File: src/rtl/buck_current_pi.sv
// buck_current_pi: pipelined PI current loop, i_set/i_meas -> buck duty.
// Ports: clk, rst (async high), enable, i_set, i_meas, sample_valid,
//   kp, ki (unsigned Q.FRAC_BITS) -> duty, duty_valid, sat_hi, sat_lo.
// Define BUCK_PI_ANTIWINDUP_EN for conditional integration.
module buck_current_pi #(
  parameter int                 FRAC_BITS = 8,
  parameter logic signed [31:0] INT_LIM   = 32'sd65535,
  parameter int                 DUTY_W    = 12,
  parameter int                 DUTY_MAX  = 4000
) (
  input  logic              clk,
  input  logic              rst,
  input  logic              enable,
  input  logic [15:0]       i_set,
  input  logic [15:0]       i_meas,
  input  logic              sample_valid,
  input  logic [15:0]       kp,
  input  logic [15:0]       ki,
  output logic [DUTY_W-1:0] duty,
  output logic              duty_valid,
  output logic              sat_hi,
  output logic              sat_lo
);

  localparam logic signed [33:0] LIM  = 34'(INT_LIM);
  localparam logic signed [33:0] NLIM = -LIM;
  localparam logic signed [34:0] DMAX = 35'(DUTY_MAX);

  logic                cap_v;
  logic [15:0]         cap_set;
  logic [15:0]         cap_meas;

  logic                s1_v;
  logic signed [16:0]  s1_err;

  logic                s2_v;
  logic signed [33:0]  s2_p;
  logic signed [33:0]  s2_inc;

  logic                s3_v;
  logic signed [33:0]  s3_p;
  logic signed [33:0]  integ;

  logic signed [16:0]  err_c;
  logic signed [33:0]  err_x;
  logic signed [33:0]  prod_p;
  logic signed [33:0]  prod_i;
  logic signed [33:0]  integ_sum;
  logic signed [33:0]  integ_nxt;
  logic signed [34:0]  sum_c;
  logic                hold;
  logic                hi_c;
  logic                lo_c;

  assign err_c = $signed({1'b0, cap_set})
               - $signed({1'b0, cap_meas});

  assign err_x  = $signed({{17{s1_err[16]}}, s1_err});
  assign prod_p = err_x * $signed({18'd0, kp});
  assign prod_i = err_x * $signed({18'd0, ki});

`ifdef BUCK_PI_ANTIWINDUP_EN
  // Freeze integration while pushing further into the active clamp.
  assign hold = (sat_hi && !s2_inc[33] && (|s2_inc))
             || (sat_lo && s2_inc[33]);
`else
  assign hold = 1'b0;
`endif

  always_comb begin
    integ_sum = integ + s2_inc;
    integ_nxt = integ_sum;
    if (integ_sum > LIM) begin
      integ_nxt = LIM;
    end else if (integ_sum < NLIM) begin
      integ_nxt = NLIM;
    end
    if (hold) begin
      integ_nxt = integ;
    end
  end

  assign sum_c = {s3_p[33], s3_p} + {integ[33], integ};
  assign hi_c  = sum_c > DMAX;
  assign lo_c  = sum_c[34];

  always_ff @(posedge clk or posedge rst) begin
    if (rst) begin
      cap_v    <= 1'b0;
      cap_set  <= '0;
      cap_meas <= '0;
    end else if (!enable) begin
      cap_v    <= 1'b0;
    end else begin
      cap_v <= sample_valid;
      if (sample_valid) begin
        cap_set  <= i_set;
        cap_meas <= i_meas;
      end
    end
  end

  always_ff @(posedge clk or posedge rst) begin
    if (rst) begin
      s1_v   <= 1'b0;
      s1_err <= '0;
    end else if (!enable) begin
      s1_v   <= 1'b0;
    end else begin
      s1_v <= cap_v;
      if (cap_v) begin
        s1_err <= err_c;
      end
    end
  end

  always_ff @(posedge clk or posedge rst) begin
    if (rst) begin
      s2_v   <= 1'b0;
      s2_p   <= '0;
      s2_inc <= '0;
    end else if (!enable) begin
      s2_v   <= 1'b0;
    end else begin
      s2_v <= s1_v;
      if (s1_v) begin
        s2_p   <= prod_p >>> FRAC_BITS;
        s2_inc <= prod_i >>> FRAC_BITS;
      end
    end
  end

  always_ff @(posedge clk or posedge rst) begin
    if (rst) begin
      s3_v  <= 1'b0;
      s3_p  <= '0;
      integ <= '0;
    end else if (!enable) begin
      s3_v  <= 1'b0;
      integ <= '0;
    end else begin
      s3_v <= s2_v;
      if (s2_v) begin
        s3_p  <= s2_p;
        integ <= integ_nxt;
      end
    end
  end

  always_ff @(posedge clk or posedge rst) begin
    if (rst) begin
      duty       <= '0;
      duty_valid <= 1'b0;
      sat_hi     <= 1'b0;
      sat_lo     <= 1'b0;
    end else if (!enable) begin
      duty       <= '0;
      duty_valid <= 1'b0;
      sat_hi     <= 1'b0;
      sat_lo     <= 1'b0;
    end else begin
      duty_valid <= s3_v;
      if (s3_v) begin
        unique case (1'b1)
          hi_c: begin
            duty   <= DUTY_W'(DUTY_MAX);
            sat_hi <= 1'b1;
            sat_lo <= 1'b0;
          end
          lo_c: begin
            duty   <= '0;
            sat_hi <= 1'b0;
            sat_lo <= 1'b1;
          end
          default: begin
            duty   <= sum_c[DUTY_W-1:0];
            sat_hi <= 1'b0;
            sat_lo <= 1'b0;
          end
        endcase
      end
    end
  end

endmodule

File: config.mk
export PLATFORM = sky130hd
export DESIGN_NAME = buck_current_pi
export DESIGN_NICKNAME = d
export VERILOG_FILES = /design/src/rtl/buck_current_pi.sv
export SDC_FILE = /design/constraint.sdc
export NUM_CORES = 2
export LEC_CHECK = 0
export CAP_MARGIN = 15
export CORE_AREA = 2 2 287 289
export DETAILED_ROUTE_END_ITERATION = 10
export DIE_AREA = 0 0 289 291
export PLACE_DENSITY_LB_ADDON = 0.15
export REMOVE_ABC_BUFFERS = 1
export SETUP_SLACK_MARGIN = 0.3
export SLEW_MARGIN = 20
export SYNTH_ARGS = -nofsm -noshare
export SYNTH_HDL_FRONTEND = slang
export SYNTH_SLANG_ARGS = --single-unit
File: constraint.sdc
create_clock -name clk -period 6.2 [get_ports clk]
set_clock_uncertainty 0.2 [all_clocks]
set_input_delay 0.62 -clock clk [delete_from_list [all_inputs] [get_ports clk]]
set_output_delay 0.62 -clock clk [all_outputs]
set_load 0.02 [all_outputs]
==> impl_metrics.tcl <==
set metrics [dict create \
    synth_cells 3692 \
    wl_per_cell_um 16.53 \
    drive_gt1_frac 0.1513 \
    dr.pass1.iters 5 \
    drc 0 \
    cp_max_fo 2 \
    fin_crit_ns 6.426 \
    overflow 0 \
    drtIter0Drc 1365 \
    root_buffer "clkbuf_16" \
    worst_setup_path_end_kind "flip-flop" \
    critical_path_class "flip-flop to flip-flop" \
    arrival_ns 6.60 \
    ant_nets 0 \
    fmax_mhz 155.6 \
    synth_ff_type "dfrtp_1" \
    worst_r2r_endpoint "s2_inc[24]" \
    io_pins 83 \
    postCtsHoldBufs 0 \
    reg2reg_slack_ns -0.23 \
    worstPathRequired_ns 6.38 \
    grt_max_degree 82 \
    final_nets 4910 \
    rr_startpoint "s1_err[5]" \
    failed_checks "setup timing" \
    min_path_type "flip-flop to flip-flop" \
    initial_utilization 0.3965 \
    port_buffers 82 \
    track_usage 0.2083 \
    gr-usage-met3 0.02837 \
    die-area_um2 84100 \
    synth_async_sr_flop_share 1.000 \
    vias_per_cell 4.893 \
    fp.dieH_um 291 \
    setup_violations 16 \
    worst_slew_pin_slew_ns 1.016 \
    clkSinkCount 180 \
    synth_seq_area_share 0.1399 \
    core-area_um2 81190 \
    max_cap_viol_count 0 \
    hold-path-cell-count 2 \
    grt_pass1_wl_um 139300 \
    reg2regPathDepth 25 \
    clk_latency_ns 0.49 \
    final_util 0.4745 \
    hold_path.startpoint "s2_p[3]" \
    via_count 25020 \
    startpoint_type "flip-flop" \
    synth_area_per_cell_um2 8.720 \
    final_common_cell "inv_1" \
    grt_util_met2 0.3285 \
    yosysUniqueCellTypes 80 \
    clk_pin_slew_worst_paths_ns 0.08 \
    n_antenna_cell 0 \
    num_rows 105 \
    yosys_warnings 0 \
    htreeDepth 4 \
    max_slew_margin 0.3213 \
    cts_buffers 17 \
    antenna_found_initial 0 \
    layout_common_cells "737 x inv_1, 592 x nand2_1, 538 x fa_1, 336 x buf_4, 236 x ha_1" \
    drv_slew 0 \
    hold_end "s3_p[3]" \
    fin_ws_ns -0.2260 \
    tns_ns -1.454 \
    dp_hpwl_um 71220 \
    syn_area_um2 32190 \
    synth_seq_cells 180 \
    whs_ns 0.2627 \
    status "finished, violations left" \
    finalHoldViolations 0 \
    wl_um 84540 \
    rsz0062_at_grt "true" \
    globalplace.congestion 0.8720 \
    clk_path_buf_depth 2 \
    synth_edf_count 0 \
    period_share 1.036 \
    die_x_um 289 \
    gr-max-usage-layer "met2" \
    syn2layout_area_growth_pct 19.66 \
    use_met1 0.3052 \
    first_global_vias 25770 \
    cts_tree "built" \
]
## Yosys cell counts (10+ instances only)
cell / count / area [µm²]
o21a_1: 25 / 187.7
a211oi_1: 13 / 97.59
o21bai_1: 13 / 97.59
a21oi_1: 119 / 595.6
xnor2_1: 70 / 613.1
fa_1: 557 / 11150
and3_1: 18 / 112.6
nand4_1: 15 / 93.84
o21ai_0: 166 / 830.8
nor4_1: 10 / 62.56
xor2_1: 45 / 394.1
dfrtp_1: 180 / 4504
a21o_1: 28 / 210.2
o31ai_1: 22 / 165.2
ha_1: 254 / 3178
inv_1: 760 / 2853
clkbuf_1: 146 / 548.0
nand2b_1: 20 / 125.1
nor2_1: 88 / 330.3
nor2b_1: 20 / 125.1
mux2_2: 20 / 225.2
a31oi_1: 20 / 125.1
nand2_1: 599 / 2248
nor3_1: 30 / 150.1
o211ai_1: 35 / 262.8
and2_1: 223 / 1395
nand3_1: 37 / 185.2
a21boi_0: 10 / 75.07
## stage by stage
| step | worst slack, ns | area (µm²) | cells |
|---|---|---|---|
| after detailed placement | -1.109 | 36750 | 5036 |
| final | -0.2260 | 38520 | 5114 |
| after floorplan | -0.3466 | 31550 | 3531 |
| after global placement | -1.025 | 36750 | 5036 |
| after global routing | -0.4885 | 38520 | 5114 |
| after CTS | -0.2200 | 37950 | 5092 |
## critical path, stage by stage (launching register included)
cell and delay [ns]:
dfrtp_2 0.44, buf_12 0.14, buf_8 0.11, buf_6 0.10, and2_4 0.15, fa_1 0.51, inv_2 0.04, fa_1 0.51
inv_2 0.05, fa_2 0.52, fa_2 0.44, fa_1 0.48, inv_1 0.05, fa_1 0.49, inv_2 0.05, ha_4 0.27
nand2_4 0.06, nor2_4 0.09, nand4_1 0.12, o2111ai_2 0.28, o2111ai_2 0.17, o31a_1 0.30, o211ai_1 0.22, a21oi_1 0.11
xnor2_1 0.14, mux2_4 0.25
## area by class of cell
type	count	area, µm²
well taps	1070	1339
clock buffers	18	439.2
flip-flops and latches	180	4514
clock inverters	14	170.2
repair buffers	481	4350
fillers	7961	42670
multi-input cells	2589	24840
inverters	762	2868
## worst max-delay path by stage
stage	startpoint	endpoint	slack (ns)	depth (start not counted)
floorplan	s1_err[7]	s2_p[21]	-0.35	23
global placement	ki[8]	s2_inc[24]	-1.02	24
detailed placement	ki[2]	s2_inc[25]	-1.11	24
CTS	s1_err[5]	s2_inc[24]	-0.22	25
global route	s1_err[7]	s2_inc[24]	-0.49	24
finish	s1_err[5]	s2_inc[24]	-0.23	25
## sequential cells by signal, indices dropped and copies added (netlist names), 12 cells and up
signal,count
s2_p,26
integ,34
s1_err,17
s2_inc,26
cap_meas,16
cap_set,16
duty,12
s3_p,26
## metal layers
layer | share of wire | wire (µm)
met5 | 0 | 0
met4 | 0.017 | 1448
met3 | 0.038 | 3242
met2 | 0.45 | 38390
met1 | 0.49 | 41460
## what timing repair did
| action | in CTS | in global routing |
|---|---|---|
| endpoints found under the setup margin | 37 | 68 |
| buffers inserted | 24 | 19 |
| gates resized for setup | 119 | 123 |
| pin swaps | 79 | 78 |
| cloned | 0 | 3 |
## logic make-up (layout without fill, tap and decap cells)
group | after synthesis | in the layout | share of synthesized area
adders and majority gates | 811 | 811 | 0.4451
and+or+nand+nor | 1102 | 1102 | 0.1606
DFF | 180 | 180 | 0.1399
xor gates and xnor gates | 115 | 115 | 0.03129
muxes | 27 | 27 | 0.009172
buffers and inverters | 923 | 1275 | 0.1088
AOI/OAI and AO/OA | 534 | 534 | 0.1051
Power is not shown: default switching activity piles up to over one toggle a cycle in this logic, so the estimate is an artifact.
